`src/rtl/uart_pkg.sv`:
```
// Shared constants for the UART transmit path: FSM encodings, line levels and
// legal parameter ranges.
package uart_pkg;

  localparam logic [2:0] IDLE   = 3'd0;
  localparam logic [2:0] START  = 3'd1;
  localparam logic [2:0] DATA   = 3'd2;
  localparam logic [2:0] PARITY = 3'd3;
  localparam logic [2:0] STOP   = 3'd4;

  localparam logic LINE_IDLE  = 1'b1;
  localparam logic LINE_START = 1'b0;

  localparam int unsigned DATA_BITS_MIN = 5;
  localparam int unsigned DATA_BITS_MAX = 9;
  localparam int unsigned STOP_BITS_MIN = 1;
  localparam int unsigned STOP_BITS_MAX = 2;

endpackage

```
`src/rtl/uart_tx_frame.sv`:
```
// UART serializer with a one-entry holding buffer and zero-gap back-to-back frames.
// Optional parity bit enabled by defining UART_TX_PARITY_EN.
module uart_tx_frame
  import uart_pkg::*;
#(
  parameter int unsigned DATA_BITS = 8,
  parameter int unsigned STOP_BITS = 1
) (
  input  logic                 clk,
  input  logic                 rst_n,
  input  logic                 tx_en,
  input  logic                 tx_valid,
  input  logic [DATA_BITS-1:0] tx_data,
  output logic                 tx_ready,
  input  logic                 parity_odd,
  output logic                 tx_busy,
  output logic                 TxD
);

  localparam int unsigned BCW = $clog2(DATA_BITS);
  localparam logic [BCW-1:0] BIT_LAST = BCW'(DATA_BITS - 1);
  localparam logic STOP_LAST = 1'(STOP_BITS - 1);

  if (DATA_BITS < DATA_BITS_MIN || DATA_BITS > DATA_BITS_MAX) begin : g_bad_data_bits
    $error("uart_tx_frame: DATA_BITS out of range");
  end
  if (STOP_BITS < STOP_BITS_MIN || STOP_BITS > STOP_BITS_MAX) begin : g_bad_stop_bits
    $error("uart_tx_frame: STOP_BITS out of range");
  end

  logic [2:0]           state_q, state_d;
  logic [DATA_BITS-1:0] hold_data_q, hold_data_d;
  logic                 hold_valid_q, hold_valid_d;
  logic                 ready_q;
  logic [DATA_BITS-1:0] shift_q, shift_d;
  logic [BCW-1:0]       bit_cnt_q, bit_cnt_d;
  logic                 stop_cnt_q, stop_cnt_d;
  logic                 txd_q, txd_d;
  logic                 busy_q, busy_d;
  logic                 load;

`ifdef UART_TX_PARITY_EN
  logic par_q, par_d;
`else
  logic unused_parity_odd;
  assign unused_parity_odd = parity_odd;
`endif

  always_comb begin
    state_d      = state_q;
    hold_data_d  = hold_data_q;
    hold_valid_d = hold_valid_q;
    shift_d      = shift_q;
    bit_cnt_d    = bit_cnt_q;
    stop_cnt_d   = stop_cnt_q;
    txd_d        = txd_q;
    busy_d       = busy_q;
    load         = 1'b0;
`ifdef UART_TX_PARITY_EN
    par_d        = par_q;
`endif

    if (tx_valid && !hold_valid_q) begin
      hold_data_d  = tx_data;
      hold_valid_d = 1'b1;
    end

    if (tx_en) begin
      case (state_q)
        IDLE: load = hold_valid_q;
        START: begin
          state_d   = DATA;
          bit_cnt_d = '0;
          txd_d     = shift_q[0];
        end
        DATA: begin
          if (bit_cnt_q == BIT_LAST) begin
`ifdef UART_TX_PARITY_EN
            state_d = PARITY;
            txd_d   = par_q;
`else
            state_d    = STOP;
            stop_cnt_d = 1'b0;
            txd_d      = LINE_IDLE;
`endif
          end else begin
            shift_d   = shift_q >> 1;
            bit_cnt_d = bit_cnt_q + BCW'(1);
            txd_d     = shift_q[1];
          end
        end
`ifdef UART_TX_PARITY_EN
        PARITY: begin
          state_d    = STOP;
          stop_cnt_d = 1'b0;
          txd_d      = LINE_IDLE;
        end
`endif
        STOP: begin
          if (stop_cnt_q == STOP_LAST) begin
            // A queued character starts immediately so frames abut with no idle bit.
            if (hold_valid_q) begin
              load = 1'b1;
            end else begin
              state_d = IDLE;
              busy_d  = 1'b0;
              txd_d   = LINE_IDLE;
            end
          end else begin
            stop_cnt_d = stop_cnt_q + 1'b1;
            txd_d      = LINE_IDLE;
          end
        end
        default: state_d = IDLE;
      endcase
    end

    // Load requires hold_valid_q, so it never coincides with an accept.
    if (load) begin
      shift_d      = hold_data_q;
      hold_valid_d = 1'b0;
      state_d      = START;
      txd_d        = LINE_START;
      busy_d       = 1'b1;
`ifdef UART_TX_PARITY_EN
      par_d        = (^hold_data_q) ^ parity_odd;
`endif
    end
  end

  always_ff @(posedge clk or negedge rst_n) begin
    if (!rst_n) begin
      state_q      <= IDLE;
      hold_data_q  <= '0;
      hold_valid_q <= 1'b0;
      ready_q      <= 1'b1;
      shift_q      <= '0;
      bit_cnt_q    <= '0;
      stop_cnt_q   <= 1'b0;
      txd_q        <= LINE_IDLE;
      busy_q       <= 1'b0;
    end else begin
      state_q      <= state_d;
      hold_data_q  <= hold_data_d;
      hold_valid_q <= hold_valid_d;
      ready_q      <= ~hold_valid_d;
      shift_q      <= shift_d;
      bit_cnt_q    <= bit_cnt_d;
      stop_cnt_q   <= stop_cnt_d;
      txd_q        <= txd_d;
      busy_q       <= busy_d;
    end
  end

`ifdef UART_TX_PARITY_EN
  always_ff @(posedge clk or negedge rst_n) begin
    if (!rst_n) par_q <= 1'b0;
    else        par_q <= par_d;
  end
`endif

  assign tx_ready = ready_q;
  assign tx_busy  = busy_q;
  assign TxD      = txd_q;

endmodule

```
`config.mk`:
```
export PLATFORM = sky130hd
export DESIGN_NAME = uart_tx_frame
export DESIGN_NICKNAME = d
export VERILOG_FILES = /design/src/rtl/uart_pkg.sv /design/src/rtl/uart_tx_frame.sv
export SDC_FILE = /design/constraint.sdc
export NUM_CORES = 1
export LEC_CHECK = 0
export BUFFER_PORTS_ARGS = -buffer_cell sky130_fd_sc_hd__buf_2
export CAP_MARGIN = 15
export CORE_MARGIN = 8
export CORE_UTILIZATION = 60
export DETAILED_ROUTE_END_ITERATION = 8
export HOLD_SLACK_MARGIN = 0.08
export PLACE_DENSITY = 0.82
export SETUP_SLACK_MARGIN = 0.05
export SYNTH_ARGS = -nofsm -noshare
export SYNTH_HDL_FRONTEND = slang
export SYNTH_SLANG_ARGS = --single-unit
```
`constraint.sdc`:
```
create_clock -name clk -period 4.2 [get_ports clk]
set_input_delay 0.21 -clock clk [delete_from_list [all_inputs] [get_ports clk]]
set_output_delay 0.21 -clock clk [all_outputs]
set_load 0.02 [all_outputs]
```
==> summary.md <==
The level count of the clock H-tree was 1; the post-detailed-route via-to-cell ratio was 5.574. The logs give 844 for the via count of the first global-routing pass and 0 for the post-cts gate resize count. The pre-antenna-repair detailed-routing pass consisted of 4 iterations.

The share of the core filled with cells is 0.6939, and the buffer and inverter count on the worst path is 0. The die outline height was 61.35 µm. The synthesized netlist occupies a cell area of 1234 µm².

Once layout is done, the placed cells without fillers occupy 1348 µm². The run finished with clean final reports. The cell that appears most often on the critical path is ha_1. At the worst endpoint, the arrival time is 2.26 ns. Counting the buffers created by CTS gives 3. The filler-free cell count of the finished design was 136; the worst stage delay on the critical path was 0.42 ns.

Overflow left after global routing: 0. The area share of the largest cell type after synthesis was 0.4868. Most common library cell in the layout ignoring fill and taps: dfrtp_1. The number of design rule violations left after detail routing was 0; the floorplan die width was 61.35 µm. For the standby leakage power, the log shows 0.6172 nW. The starting density of the core was 0.6353; the overall global routing resource usage was 0.1328. Summing over every cut layer, the via total after detailed routing is 758. The worst-case headroom to the max-slew limit was 0.5193. The worst min-delay path category is in2reg. Buffers added to address setup during post-CTS repair amount to 0.

At the pin with the least slew margin, the transition time is 0.7196 ns. Counting flops and latches in the post-synthesis netlist gives 26. The number of synthesized flops with an enable pin is 0. Among all flip-flop cells after synthesis, the most frequent one is dfrtp_1. The distinct cell type count after synthesis is 29, and the layout-stage area growth over the synthesis result is 9.229%. Setup repair after global routing left no endpoint under its margin. The final worst-path cycle share works out to 0.4857.

Yosys printed 0 warnings. The top cell types in the final layout, fill and taps aside, are dfrtp_1 (24), mux2_2 (15), buf_2 (14). 0 antenna diodes ended up in the layout. STA classifies the critical path startpoint as a register. On the critical path, the stage with the largest delay is an instance of dfrtp_1.

The run gives 0 as the number of antenna violations at the first check in global routing. In this run, the number of DRC markers left after iteration 0 of detailed routing was 15. The clock net in this run drives a total of 26 sinks. The insertion delay of the later-clocked pin in the worst-skew pair is 0.32 ns, and the row count is 16.

The logs give 131 for the number of instances in the placed design and 490.2 MHz for the achievable frequency. The minimum clock period was 2.040 ns. Of all nets on the critical path, the largest fanout is 8. By startpoint and endpoint, the worst setup path is classified as reg2reg. The maximum clock skew at final layout was 0.003907 ns. For the total count of max-transition violations in the final report, the log shows 0. The design draws 0.9458 mW.

TritonCTS built the clock tree. Cell type group with the largest total delay on the critical path: adder cells. The HPWL after detailed placement is 1.561 mm. The largest area contributor in the synthesized netlist is dfrtp_1. Sorting the synthesized cells by area gives the leading types as dfrtp_1 (49%), mux2_2 (14%), mux2_4 (7.3%). For the sum of negative setup slack, the log shows 0 ns. The number of buffers added on ports is 14.

For this design the ratio of total power to cell area is 701.9 nW/µm². The run gives 2.171 ns as the pre-CTS setup slack. The detail route stage leaves a number of antenna-violating nets equal to 0.

Entering global routing, the biggest net connects 27 pins. For the number of top-level pins, the log shows 16. The number of buffers inserted by hold repair at cts came out at 1. The library cell used as clock root buffer is clkbuf_4. Hold timing on the final database bottoms out at a slack of 0.1060 ns. The layout cell share with drive strength beyond 1 came out at 0.3945. The die covers 3763 µm². The average wire length per cell after detail routing came out at 15.42 µm. Each instance of the synthesized netlist takes up on average 12.99 µm². Setup violations remaining at the end of the flow were counted as 0.

No sink is reached through more buffers than the 2 on the longest clock path. After clock tree synthesis, the clock-pin slew on the worst setup and hold paths is 0.14 ns. The global-route wire length before repair was 3.712 mm; the placed standard-cell area was 1301 µm². VDD sags by at most 0.4210 mV.

For the post-synth net total, the log shows 110. The worst setup margin came out at 2.160 ns. The final-report hold violation count came out at 0. The tools report the number of standard cells after synthesis as 95. At the end of routability-driven placement, the weighted congestion stood at 0.7974. The share of flip-flops with an asynchronous set or reset after synthesis was 1.000. Across the run, the number of max-cap violations was 0. The net count reported at finish was 125.

For the sequential element share of the synthesized area, the log shows 0.5294. The required time at the worst-slack endpoint was 4.42 ns. The core region is 1942 µm².

The type of destination of the critical path is a register. For the routed wire length, the log shows 2.097 mm. Traced cell by cell, the critical path runs through ha_1, ha_1, or3b_4, a21oi_4, mux2_2.
[state kept, by name, indices dropped and copies added (netlist names)]
name / flops
shift_q: 8
bit_cnt_q: 3
tx_busy: 1
TxD: 1
tx_ready: 1
state_q: 3
hold_data_q: 8
hold_valid_q: 1
[report_power, final]
group          internal, mW  leakage (nW)  total, mW  switching [mW]
Sequential            0.368         0.314      0.449          0.0803
Combinational         0.215         0.282      0.370           0.155
Clock                0.0531        0.0210      0.127          0.0741
[cells by family (layout without fill, tap and decap cells)]
logic type	count (synthesis)	in the layout	synth area share
muxes	23	23	0.2262
buffers and inverters	10	24	0.04462
DFF	26	26	0.5294
and+or+nand+nor	20	20	0.09432
AOI/OAI and AO/OA	14	14	0.08521
adders and majority gates	2	2	0.02028
[layer usage]
layer / vias up / track usage / routed length, µm
li1: 363 / - / -
met1: 382 / 0.1489 / 872
met2: 11 / 0.2403 / 1128
met3: 2 / 0.03758 / 76
met4: 0 / 0.03247 / 19
met5: - / 0 / 0
[Yosys cell counts, drive strengths merged (2+ instances only)]
cell	count
nand2b	3
mux2i	2
ha	2
nor2	4
mux2	21
a21oi	2
inv	5
a22o	3
nand3	2
dfstp	2
dfrtp	24
nand2	3
nor2b	3
o21ai	4
buf	4
[path summary, 6_finish.rpt]
kind / slack (ns) / depth (start not counted) / startpoint / to
max: 2.16 / 5 / bit_cnt_q[0] / shift_q[6]
min: 0.11 / 2 / tx_data[2] / hold_data_q[2]
max reg2reg: 2.16 / 5 / bit_cnt_q[0] / shift_q[6]
min reg2reg: 0.51 / 1 / tx_busy / tx_busy
max in group asynchronous: 3.43 / 2 / rst_n / tx_ready
min in group asynchronous: 0.40 / 2 / rst_n / state_q[1]
[layout make-up]
class	count	area (µm²)
Tap cell	27	33.78
Timing Repair Buffer	15	80.08
Inverter	5	18.77
Sequential cell	26	653.1
Clock buffer	4	36.28
Fill cell	166	594.3
Multi-Input combinational cell	59	525.5
Power figures use the tool's default switching activity.
